===== src/rtl/uart_tx_fifo.sv =====
// uart_tx_fifo: UART transmitter fed by a TX FIFO, with a runtime baud divisor and
// a runtime frame format (5..8 data bits, none/even/odd parity, 1 or 2 stop bits).
// Everything runs on one clock.
//
// Ports:
//   i_clk, i_rst        clock, asynchronous active-high reset
//   i_wr_en, i_wr_data  FIFO push (dropped when full)
//   i_cfg_div           bit time = i_cfg_div+1 clocks
//   i_cfg_data_bits     00=5 .. 11=8 data bits
//   i_cfg_parity        00/11 none, 01 even, 10 odd
//   i_cfg_stop2         1 = two stop bits
//   i_break_req         (UART_TX_BREAK_EN only) hold txd low at the next frame boundary
//   o_full, o_level     FIFO status
//   o_overflow          1-cycle pulse after a write was rejected because the FIFO was full
//   o_tx_done           1-cycle pulse after the last stop bit of each frame
//   o_idle              FIFO empty and transmitter idle
//   o_txd               serial output, idle high
//
// Build option: define UART_TX_BREAK_EN to add i_break_req and line-break generation.
module uart_tx_fifo #(
  parameter int unsigned FIFO_DEPTH = 16,
  parameter int unsigned DIV_WIDTH  = 16
) (
  input  logic                        i_clk,
  input  logic                        i_rst,
  input  logic                        i_wr_en,
  input  logic [7:0]                  i_wr_data,
  input  logic [DIV_WIDTH-1:0]        i_cfg_div,
  input  logic [1:0]                  i_cfg_data_bits,
  input  logic [1:0]                  i_cfg_parity,
  input  logic                        i_cfg_stop2,
`ifdef UART_TX_BREAK_EN
  input  logic                        i_break_req,
`endif
  output logic                        o_full,
  output logic [$clog2(FIFO_DEPTH):0] o_level,
  output logic                        o_overflow,
  output logic                        o_tx_done,
  output logic                        o_idle,
  output logic                        o_txd
);

  localparam int unsigned AW = $clog2(FIFO_DEPTH);
  localparam int unsigned PW = AW + 1;

  typedef enum logic [2:0] {StIdle, StStart, StData, StParity, StStop, StMark} state_e;

  // ---------------------------------------------------------------- FIFO
  logic [7:0]    r_mem [FIFO_DEPTH];
  logic [PW-1:0] r_wptr, r_rptr;
  logic          r_overflow;
  logic [PW-1:0] w_level;
  logic          w_full, w_empty, w_push, w_pop;

  // Pointers carry one extra bit so full and empty are distinguishable.
  assign w_level = r_wptr - r_rptr;
  assign w_full  = (w_level == PW'(FIFO_DEPTH));
  assign w_empty = (w_level == '0);
  // Room is judged before any same-cycle pop.
  assign w_push  = i_wr_en && !w_full;

  always_ff @(posedge i_clk) begin
    if (w_push) r_mem[r_wptr[AW-1:0]] <= i_wr_data;
  end

  always_ff @(posedge i_clk or posedge i_rst) begin
    if (i_rst) begin
      r_wptr     <= '0;
      r_rptr     <= '0;
      r_overflow <= 1'b0;
    end else begin
      if (w_push) r_wptr <= r_wptr + PW'(1);
      if (w_pop)  r_rptr <= r_rptr + PW'(1);
      r_overflow <= i_wr_en && w_full;
    end
  end

  // ---------------------------------------------------------------- transmitter
  state_e               r_state, w_state_d;
  logic [DIV_WIDTH-1:0] r_cnt, w_cnt_d;
  logic [DIV_WIDTH-1:0] r_div, w_div_d;
  logic [7:0]           r_shift, w_shift_d;
  logic [2:0]           r_bit, w_bit_d;
  logic [2:0]           r_last, w_last_d;
  logic                 r_par_en, w_par_en_d;
  logic                 r_par_bit, w_par_bit_d;
  logic                 r_stop2, w_stop2_d;
  logic                 r_stop_idx, w_stop_idx_d;
  logic                 r_txd, w_txd_d;
  logic                 r_tx_done, w_done_d;
  logic                 r_brk, w_brk_d;
  logic                 w_brk_req, w_can_load, w_load, w_bit_end;
  logic [7:0]           w_mask, w_char;

`ifdef UART_TX_BREAK_EN
  assign w_brk_req = i_break_req;
`else
  assign w_brk_req = 1'b0;
`endif

  always_comb begin
    case (i_cfg_data_bits)
      2'b00:   w_mask = 8'h1F;
      2'b01:   w_mask = 8'h3F;
      2'b10:   w_mask = 8'h7F;
      default: w_mask = 8'hFF;
    endcase
  end

  assign w_char     = r_mem[r_rptr[AW-1:0]] & w_mask;
  assign w_bit_end  = (r_cnt == '0);
  // A pending break holds off the next frame at the boundary.
  assign w_can_load = !w_empty && !w_brk_req;

  always_comb begin
    w_state_d    = r_state;
    w_cnt_d      = r_cnt;
    w_div_d      = r_div;
    w_shift_d    = r_shift;
    w_bit_d      = r_bit;
    w_last_d     = r_last;
    w_par_en_d   = r_par_en;
    w_par_bit_d  = r_par_bit;
    w_stop2_d    = r_stop2;
    w_stop_idx_d = r_stop_idx;
    w_txd_d      = r_txd;
    w_done_d     = 1'b0;
    w_brk_d      = r_brk;
    w_load       = 1'b0;
    w_pop        = 1'b0;

    if (!w_bit_end) w_cnt_d = r_cnt - DIV_WIDTH'(1);

    case (r_state)
      StIdle: begin
        if (w_brk_req) begin
          w_txd_d = 1'b0;
          w_brk_d = 1'b1;
        end else if (r_brk) begin
          // Mark-after-break lasts one bit time at the current divisor.
          w_txd_d   = 1'b1;
          w_brk_d   = 1'b0;
          w_cnt_d   = i_cfg_div;
          w_state_d = StMark;
        end else if (!w_empty) begin
          w_load = 1'b1;
        end
      end
      StStart: begin
        if (w_bit_end) begin
          w_txd_d   = r_shift[0];
          w_shift_d = r_shift >> 1;
          w_bit_d   = '0;
          w_cnt_d   = r_div;
          w_state_d = StData;
        end
      end
      StData: begin
        if (w_bit_end) begin
          w_cnt_d = r_div;
          if (r_bit == r_last) begin
            w_stop_idx_d = 1'b0;
            if (r_par_en) begin
              w_txd_d   = r_par_bit;
              w_state_d = StParity;
            end else begin
              w_txd_d   = 1'b1;
              w_state_d = StStop;
            end
          end else begin
            w_bit_d   = r_bit + 3'd1;
            w_txd_d   = r_shift[0];
            w_shift_d = r_shift >> 1;
          end
        end
      end
      StParity: begin
        if (w_bit_end) begin
          w_txd_d   = 1'b1;
          w_cnt_d   = r_div;
          w_state_d = StStop;
        end
      end
      StStop: begin
        if (w_bit_end) begin
          if (r_stop2 && !r_stop_idx) begin
            w_stop_idx_d = 1'b1;
            w_cnt_d      = r_div;
          end else begin
            w_done_d = 1'b1;
            if (w_can_load) w_load = 1'b1;
            else            w_state_d = StIdle;
          end
        end
      end
      StMark: begin
        if (w_bit_end) begin
          if (w_can_load) w_load = 1'b1;
          else            w_state_d = StIdle;
        end
      end
      default: w_state_d = StIdle;
    endcase

    // Frame start: pop and snapshot the format so mid-frame cfg changes wait a frame.
    if (w_load) begin
      w_pop       = 1'b1;
      w_state_d   = StStart;
      w_txd_d     = 1'b0;
      w_cnt_d     = i_cfg_div;
      w_div_d     = i_cfg_div;
      w_shift_d   = w_char;
      w_last_d    = {1'b1, i_cfg_data_bits};
      w_par_en_d  = ^i_cfg_parity;
      w_par_bit_d = (^w_char) ^ i_cfg_parity[1];
      w_stop2_d   = i_cfg_stop2;
    end
  end

  always_ff @(posedge i_clk or posedge i_rst) begin
    if (i_rst) begin
      r_state    <= StIdle;
      r_cnt      <= '0;
      r_div      <= '0;
      r_shift    <= '0;
      r_bit      <= '0;
      r_last     <= '0;
      r_par_en   <= 1'b0;
      r_par_bit  <= 1'b0;
      r_stop2    <= 1'b0;
      r_stop_idx <= 1'b0;
      r_txd      <= 1'b1;
      r_tx_done  <= 1'b0;
      r_brk      <= 1'b0;
    end else begin
      r_state    <= w_state_d;
      r_cnt      <= w_cnt_d;
      r_div      <= w_div_d;
      r_shift    <= w_shift_d;
      r_bit      <= w_bit_d;
      r_last     <= w_last_d;
      r_par_en   <= w_par_en_d;
      r_par_bit  <= w_par_bit_d;
      r_stop2    <= w_stop2_d;
      r_stop_idx <= w_stop_idx_d;
      r_txd      <= w_txd_d;
      r_tx_done  <= w_done_d;
      r_brk      <= w_brk_d;
    end
  end

  assign o_full     = w_full;
  assign o_level    = w_level;
  assign o_overflow = r_overflow;
  assign o_tx_done  = r_tx_done;
  assign o_idle     = w_empty && (r_state == StIdle) && !r_brk;
  assign o_txd      = r_txd;

endmodule

===== config.mk =====
export PLATFORM = sky130hd
export DESIGN_NAME = uart_tx_fifo
export DESIGN_NICKNAME = d
export VERILOG_FILES = /design/src/rtl/uart_tx_fifo.sv
export SDC_FILE = /design/constraint.sdc
export NUM_CORES = 1
export LEC_CHECK = 0
export ABC_AREA = 1
export BUFFER_PORTS_ARGS = -buffer_cell sky130_fd_sc_hd__clkbuf_2
export CORE_ASPECT_RATIO = 1.4
export CORE_MARGIN = 10
export CORE_UTILIZATION = 30
export DETAILED_ROUTE_END_ITERATION = 10
export PLACE_DENSITY_LB_ADDON = 0.05
export SLEW_MARGIN = 20
export SYNTH_ARGS = -nofsm -noshare
export SYNTH_HDL_FRONTEND = slang
export SYNTH_SLANG_ARGS = --single-unit

===== constraint.sdc =====
create_clock -name i_clk -period 5.4 [get_ports i_clk]
set_clock_uncertainty 0.1 [all_clocks]
set_input_delay 0.27 -clock i_clk [delete_from_list [all_inputs] [get_ports i_clk]]
set_output_delay 0.27 -clock i_clk [all_outputs]
set_load 0.01 [all_outputs]

Word-level counts from Yosys, hierarchy flattened
Memory sizes are Yosys's and may differ from the RTL's.
Index checks and enable logic that the tools add are counted.
{ "word_totals": {"output_inout_bits": 10, "elab_cells": 119, "register_bits": 66, "input_bits": 32, "memories": 1, "ramBits": 128} }
{ "op_classes": {"n_eq_ne": 24, "n_bitwise": 2, "reduce_logical": 22, "mux": 50, "n_addsub": 5} }
{ "memory_table": {"columns": ["name", "words", "width", "rd", "rd_ports_with_merged_regs", "write_ports", "line_no", "text"], "rows": [
  ["r_mem", 16, 8, 1, 0, 1, "49", "logic [7:0] r_mem [FIFO_DEPTH];"]
]} }
{ "op_table": {"columns": ["cell", "n"], "rows": [
  ["$mux W16", 5],
  ["$mux W3", 13],
  ["$mux W8", 4],
  ["$pmux W16 S2", 1],
  ["$ne A3 B3 Y1 const B", 8],
  ["$pmux W8 S3", 1],
  ["$mux W1", 20],
  ["$pmux W3 S6", 1],
  ["$logic_not A16 Y1", 1],
  ["$pmux W8 S2", 1],
  ["$sub A16 B1 Y16 const B", 1],
  ["$ne A2 B2 Y1 const B", 7],
  ["$add A5 B1 Y5 const B", 2],
  ["$reduce_and A5 Y1", 2],
  ["$and A8 B8 Y8", 1],
  ["$reduce_and A4 Y1", 2],
  ["$reduce_and A8 Y1", 1],
  ["$reduce_xor A8 Y1", 1],
  ["$eq A3 B2 Y1 const B", 2],
  ["$eq A3 B3 Y1 const B", 2],
  ["$pmux W1 S3", 2],
  ["$pmux W3 S2", 1],
  ["$eq A5 B5 Y1 const B", 1],
  ["$logic_not A5 Y1", 1],
  ["17 further kinds", 22]
]} }

Longest topological paths before layout
Gate-level depths: netlist (run 1).
{ "logic_depth": {"word_depth": 8, "mapped_depth": 19, "ltp_nobuf": 17} }

Least setup slack after synthesis (run 1)
OpenSTA, ideal clock, no wires.
{ "synth_timing": {"kind": "register -> register", "start": "register r_rptr[1]", "end": "memory r_mem[15][0] (enable)", "required_time_ns": 4.925, "slack_ns": 2.443, "arrival_ns": 2.483, "setup_time_ns": 0.375, "path_stages_with_launch": 14, "synth_period_minus_slack_ns": 2.957, "cell_sequence": "dfrtp_1 -> buf_2 -> inv_1 -> buf_2 -> fa_1 -> a21oi_1 -> nor2_1 -> nor2_1 -> xnor2_1 -> nand3_1 -> inv_2 -> nor2_4 -> nand2_2 -> nor2_1"} }
{ "synth_via": {"elab_chain_len": 6} }
{ "synth_rtl": {"columns": ["element", "line_no", "text"], "rows": [
  ["start, declared", "50", "logic [PW-1:0] r_wptr, r_rptr;"],
  ["start signal, assigned", "73", "if (w_pop) r_rptr <= r_rptr + PW'(1);"],
  ["$sub A5 B5 Y5", "56", "assign w_level = r_wptr - r_rptr;"],
  ["net o_level[4]", "36", "output logic [$clog2(FIFO_DEPTH):0] o_level,"],
  ["$eq A5 B5 Y1", "57", "assign w_full = (w_level == PW'(FIFO_DEPTH));"],
  ["net o_full", "35", "output logic o_full,"],
  ["$logic_not A1 Y1", "60", "assign w_push = i_wr_en && !w_full;"],
  ["$logic_and A1 B1 Y1", "60", null],
  ["$mux W1", "63", "if (w_push) r_mem[r_wptr[AW-1:0]] <= i_wr_data;"],
  ["$mux W1 (implied by the code)", "63", null],
  ["end, declared", "49", null]
]} }
The timed path passes the listed nets, and every way through them passes these cells.

Final worst setup path (run 1)
{ "layout_timing": {"start": "register r_rptr[2]", "end": "memory r_mem[14][1] (enable)"} }
{ "layout_via": {"elab_chain_len": 6} }
{ "layout_rtl": {"columns": ["element", "line_no"], "rows": [
  ["$sub A5 B5 Y5", "56"],
  ["$eq A5 B5 Y1", "57"],
  ["$logic_not A1 Y1", "60"],
  ["$logic_and A1 B1 Y1", "60"],
  ["$mux W1", "63"],
  ["$mux W1 (implied by the code)", "63"]
]} }
No other way between the ends.

==> metrics.md, run 1 <==
| Metric | Value |
|---|---|
| GR Overflow Total | `0` |
| Routability cong. | `between 0.7 and 0.8` |
| Layout cells sized above 1 | `9.39%` |
| Number of global-route vias before repair | `6988` |
| Initial antenna violation count | `0` |
| Post-layout nets | `roughly 1100` |
| Synth Flop Type | `edfxtp_1` |
| Worst Path Arrival | `~3.7 ns` |
| MaxCap Viol Count | `0` |
| HP Class | `in -> async` |
| Hpwl dp | `18500 um` |
| Total GRT Usage | `about 14%` |
| LEAKAGE | `4.68 nW` |
| Post-synth top area share | `41.2%` |
| Dpl cells | `1430` |
| CTS H-tree depth | `4` |
| Reg area | `5500 um^2` |
| Root buffer cell | `clkbuf_16` |
| Cells after synthesis | `1023` |
| Final setup fails | `0` |
| Ranking of synthesized cells by area | `edfxtp_1, dfrtp_1, nand2_1, nor2_1, inv_1` |
| Period utilisation layout | `69.0%` |
| Post-synth EDFFs | `128` |
| Endpoints failing hold | `25` |
| Die area | `38600 um^2` |
| Post-route worst setup slack | `1.68 ns` |
| RR Startpoint | `r_rptr[2]` |
| Worst skew pair latency | `0.46 ns` |
| Synth Area per Inst | `9.11 um^2` |
| R2R Setup Slk | `1.68 ns` |
| Antenna cells | `0` |
| Rows | `76` |
| Top-count cell post-synth | `nand2_1` |
| Peak VDD IR | `216 uV` |
| Status | `finished with violations` |
| Warning count from the yosys run | `0` |
| P&R area growth vs syn | `14.4%` |
| Reg2Reg Depth | `11` |
| Yosys cell types | `42` |
| Yosys reg bits | `194` |
| Initial core utilization | `~30%` |
| Place WS | `1.58 ns` |
| Routed len/inst | `18.3 um` |
| Pwr dens | `589 nW/um^2` |
| CTS tree | `built` |
| Number of I/O port buffers | `41` |
| FF-to-FF End | `r_mem[14][1]` |
| Unrepaired setup endpoints after global routing | `no` |
| Total number of vias | `6667` |
| Top cells by count, synth | `nand2_1, edfxtp_1, nor2_1` |
| Non-Filler Instances | `1476` |
| Total clock sinks | `slightly below 200` |
| Syn_nets | `about 1100` |
| CTS resizes | `0` |
| Req. time, crit path | `between 5 and 6 ns` |
| CTS Buffer Depth | `2` |
| Total power | `6.28 mW` |
| Number of antenna-violating nets in the routed design | `0` |
| Startpoint types | `register` |
| Worst slew pin tran | `0.941 ns` |
| Multi-input gate area | `around 3200 um^2` |
| Filler cells | `between 3000 and 4000` |
| Die extent in x | `169 um` |
| Slew headroom | `a little under two fifths` |
| Largest net degree at the start of global routing | `67` |
| Max Slew Vio Count | `0` |
| Setup TNS | `0 ns` |
| Mapped Area | `9320 um^2` |
| Sequential share of the synthesized area | `59.0%` |
| Final Util | `a little over a third` |
| DRT Pass-1 Iters | `4` |
| # IOs | `42` |
| Failing checks | `hold timing` |
| Synth area leader | `edfxtp_1` |
| Post-route minimum period | `3.72 ns` |
| # DRC | `0` |
| Vert. Die Dim | `roughly 230 um` |
| Reg clk slew, reported paths | `~0.070 ns` |
| Routed WL | `about 27000 um` |
| Worst Hold Slack | `-0.0157 ns` |
| DRT iter0 DRCs | `381` |
| FMAX | `269 MHz` |
| Critical path endpoint category | `register` |
| Core ar. | `30700 um^2` |
| CP max FO | `13` |
| Path type of the worst setup path | `reg -> reg` |
| CTS Buf Count | `17` |
| Global-route wire length before repair | `41800 um` |
| Ys async rst share | `34.0%` |
| Post-DR vias/cell | `4.52` |
-- how the worst max path moves through the flow --
stage	to	depth (start not counted)	slack, ns	start
2_1_floorplan	r_mem[15][0]	13	2.44	r_rptr[1]
3_3_place_gp	r_mem[14][5]	11	1.66	r_rptr[2]
3_5_place_dp	r_mem[14][1]	11	1.58	r_rptr[2]
4_1_cts	r_mem[14][7]	11	1.56	r_rptr[2]
5_1_grt	o_txd	13	1.30	r_rptr[2]
6_report	r_mem[14][1]	11	1.68	r_rptr[2]
-- where the power goes --
| part | switching [mW] | leakage, nW | internal (mW) |
|---|---|---|---|
| Combinational | 1.88 | 2.40 | 0.835 |
| Sequential | 0.212 | 1.97 | 1.93 |
| Clock | 0.591 | 0.306 | 0.826 |
| Total | 2.69 | 4.68 | 3.59 |
-- metrics by stage --
stage | cell area (um^2) | hold WS [ns]
after detailed placement | 9880 | 0.362
after CTS | 10700 | 0.0200
after floorplan | 9320 | 0.269
final | 10700 | -0.0157
after global placement | 9880 | 0.361
after global routing | 10700 | 0.0551
-- placed cells by master, fill, tap and decap left out, types with 4 or more instances in the layout --
master         instances
nand2_1              300
edfxtp_1             128
nor2_1               121
inv_1                118
nand3_1               77
dfrtp_1               64
o21ai_0               58
clkbuf_2              41
a21oi_1               18
clkbuf_16             17
xor2_1                15
dlygate4sd3_1         14
o211ai_1              12
ha_1                  11
o21ai_1                9
xnor2_1                8
buf_4                  7
inv_2                  6
nor2_2                 6
or2_1                  5
clkinv_1               5
bufinv_16              5
nor3_1                 4
nand4_1                4
-- per-layer routing --
metal  global-route usage, %  vias up  routed length [um]
li1                        -     3413                   -
met1                    15.8     3172               11200
met2                    26.7       57               14800
met3                    2.56       25                 522
met4                    4.53        0                 484
met5                       0        -                   0
-- timing repair --
item	4_1_cts	5_1_grt
hold buffers	14	0
setup buffers	0	0
endpoints found under the hold margin	25	0
-- critical path, stage by stage, from the launching register on --
cell      delay [ns]
dfrtp_1         0.61
clkinv_1        0.40
ha_1            0.44
a21oi_1         0.16
nor2_1          0.05
nor2_1          0.11
xnor2_1         0.11
nand3_1         0.12
inv_2           0.06
nor2_4          0.23
nand2_1         0.21
nor2_1          0.72
-- cell type report --
class | instances | share of cell area, %
Timing Repair Buffer | 62 | 3.73
Sequential cell | 194 | 51.6
Clock inverter | 12 | 1.90
Inverter | 128 | 4.53
Tap cell | 390 | 4.58
Multi-Input combinational cell | 670 | 29.6
Clock buffer | 20 | 4.10
-- cell families after synthesis --
family                     Yosys count  synth area share, %
adders and majority gates           12                 1.69
buffers and inverters              159                 7.20
DFF                                194                 59.0
AOI/OAI and AO/OA                  104                 6.11
xor gates and xnor gates            23                 2.16
and+or+nand+nor                    531                 23.9
-- registers in the layout, summed over array words and instances, names as in the netlist --
signal	flops
r_last	3
r_stop_idx	1
o_overflow	1
o_tx_done	1
r_par_bit	1
r_shift	8
r_par_en	1
r_wptr	5
r_rptr	5
r_div	16
r_bit	3
o_txd	1
r_stop2	1
r_state	3
r_mem	128
r_cnt	16
Note: power is estimated with default switching activity, not from simulation.
==> run 2: changes to the inputs <==
Clock period 5.4 ns to 3.37 ns, I/O delays scaled along.
==> run 2 against run 1 <==
The run now ends clean. Global-route usage shrank 0.082 points. Worst hold slack gained 0.055 ns. Core utilization grew 0.51 points. Combinational power grew 64%. Total power grew 57%. Setup slack lost 1.3 ns.
==> metrics.md, run 2 (synthesis results as in run 1) <==
| Metric | Value |
|---|---|
| Top delay family on crit path | `simple AND/OR/NAND/NOR gates` |
| Post-DR vias/cell | `4.48 (-0.71%)` |
| Place WS | `0.302 ns (-1.28 ns)` |
| Non-Filler Instances | `1506 (+2.0%)` |
| GR Overflow Total | `0 (unchanged)` |
| Total clock sinks | `194 (unchanged)` |
| Post-CTS Setup Repair Bufs | `0 (unchanged)` |
| Worst Path Arrival | `3.10 ns (-0.60 ns)` |
| Worst skew pair latency | `0.45 ns (about the same)` |
| Reg2Reg Depth | `14 (+3)` |
| CP most frequent cell | `nor2_1` |
| CTS Buf Count | `17 (unchanged)` |
| Reg clk slew, reported paths | `0.07 ns (about the same)` |
| Pwr dens | `909 nW/um^2 (+54%)` |
| Die area | `38600 um^2 (unchanged)` |
| CTS Buffer Depth | `2 (unchanged)` |
| Number of I/O port buffers | `41 (unchanged)` |
| Critical path endpoint category | `register` |
| Core ar. | `30700 um^2 (unchanged)` |
| Dpl cells | `1454 (+1.7%)` |
| # DRC | `0 (unchanged)` |
| FF-to-FF End | `r_mem[0][6]` |
| CP max FO | `8 (-5)` |
| DRT iter0 DRCs | `296 (-22%)` |
| Peak VDD IR | `296 uV (+37%)` |
| DRT Pass-1 Iters | `4 (unchanged)` |
| Routed len/inst | `17.8 um (-2.4%)` |
| Path type of the worst setup path | `reg -> reg` |
| FMAX | `329 MHz (+23%)` |
| R2R Setup Slk | `0.33 ns (-1.34 ns)` |
| # IOs | `42 (unchanged)` |
| Total GRT Usage | `14.2% (-0.082 points)` |
| Global-route wire length before repair | `41700 um (-0.43%)` |
| Number of antenna-violating nets in the routed design | `0 (unchanged)` |
| MaxCap Viol Count | `0 (unchanged)` |
| Layout cells sized above 1 | `11.4% (+2.0 points)` |
| Largest net degree at the start of global routing | `73 (+9.0%)` |
| Hold path depth | `5` |
| Vert. Die Dim | `229 um (unchanged)` |
| Crit-path cells | `inv_1, ha_1, inv_1, fa_1, a21oi_1, nor2_1, nor2_1, xnor2_1, nand3_1, inv_2, nor2_4, nand2_1, nor2_1, buf_4` |
| RR Startpoint | `r_wptr[0]` |
| Req. time, crit path | `3.44 ns (-1.94 ns)` |
| Post-layout nets | `1147 (+2.7%)` |
| Unrepaired setup endpoints after global routing | `no` |
| Total number of vias | `6754 (+1.3%)` |
| LEAKAGE | `4.78 nW (+2.1%)` |
| Final Util | `35.2% (+0.51 points)` |
| Post-route worst setup slack | `0.334 ns (-1.34 ns)` |
| Startpoint types | `register` |
| Hold Crit Start | `i_cfg_div[12]` |
| Status | `finished clean` |
| Routability cong. | `0.785 (-0.96%)` |
| Die extent in x | `169 um (unchanged)` |
| Hold Path Sink | `r_cnt[12]` |
| Final setup fails | `0 (unchanged)` |
| Commonest non-fill, non-tap cells in the layout | `nand2_1, edfxtp_1, nor2_1, inv_1, nand3_1` |
| Hpwl dp | `18500 um (about the same)` |
| CTS tree | `built` |
| CTS H-tree depth | `4 (unchanged)` |
| Root buffer cell | `clkbuf_16` |
| Commonest non-fill, non-tap cell in the layout | `nand2_1` |
| Worst slew pin tran | `0.847 ns (-0.0942 ns)` |
| Antenna cells | `0 (unchanged)` |
| Initial antenna violation count | `0 (unchanged)` |
| Post-route minimum period | `3.04 ns (-0.688 ns)` |
| Slew headroom | `43.5% (+6.2 points)` |
| Number of global-route vias before repair | `6893 (-1.4%)` |
| Rows | `76 (unchanged)` |
| Slowest cell on crit path | `dfrtp_1` |
| Max reg flops | `128 (unchanged)` |
| Period utilisation layout | `90.1% (+21 points)` |
| Endpoints failing hold | `0 (-100%)` |
| Initial core utilization | `30.3% (unchanged)` |
| P&R area growth vs syn | `16.0%` |
| Max incr delay on CP | `0.44 ns (-0.28 ns)` |
| Crit path buffers/inverters | `4 (+2)` |
| HP Class | `in -> reg` |
| Routed WL | `26800 um (-0.44%)` |
| Setup TNS | `0 ns (unchanged)` |
| Max Slew Vio Count | `0 (unchanged)` |
## run 2: worst max path at each step
stage | from | end | slack (ns) | cells past startpoint
2_1_floorplan | r_rptr[1] | r_mem[15][0] | 0.41 | 13
3_3_place_gp | r_wptr[0] | r_mem[4][2] | 0.36 | 14
3_5_place_dp | r_wptr[0] | r_mem[0][6] | 0.30 | 14
4_1_cts | r_wptr[0] | r_mem[0][3] | 0.30 | 14
5_1_grt | r_wptr[0] | o_txd | 0.002 | 14
6_report | r_wptr[0] | r_mem[0][6] | 0.33 | 14
## run 2: per-layer routing
layer / wire (um) / vias up / track usage [%]
met2: 15000 / 78 / 26.9
met1: 10900 / 3194 / 15.5
met5: 0 / - / 0
met3: 556 / 21 / 2.48
met4: 420 / 0 / 4.42
li1: - / 3461 / -
## run 2: power breakdown
group          internal [mW]  total (mW)  switching [mW]
clock                   1.02        1.96           0.941
combinational           1.45        4.47            3.02
sequential              3.09        3.41           0.318
## run 2: what timing repair did
| item | CTS | global route |
|---|---|---|
| hold buffers | 20 | 0 |
| resized for setup | 0 | 0 |
| endpoints found under the hold margin | 67 | 0 |
## run 2: layout make-up
type,count,area (um^2)
Tap cell,390,488
Clock inverter,13,110
Fill cell,3200,19900
Sequential cell,194,5500
Clock buffer,19,433
Inverter,128,483
Timing Repair Buffer,92,651
Multi-Input combinational cell,670,3150
## run 2: worst reg2reg max path, cell delays in order (launching register included)
cell and delay, ns:
dfrtp_1 0.44, inv_1 0.13, ha_1 0.15, inv_1 0.06, fa_1 0.40, a21oi_1 0.16
nor2_1 0.05, nor2_1 0.12, xnor2_1 0.11, nand3_1 0.12, inv_2 0.06, nor2_4 0.20
nand2_1 0.19, nor2_1 0.26, buf_4 0.21
## run 2: metrics by stage
stage	hold slack [ns]	power [mW]	cell area, um^2
final	0.0392	9.83	10800
after CTS	0.0191	10.0	10800
after detailed placement	0.287	8.02	10100
after global routing	0.0537	10.7	10800
after global placement	0.284	8.04	10100
after floorplan	0.167	6.61	9320
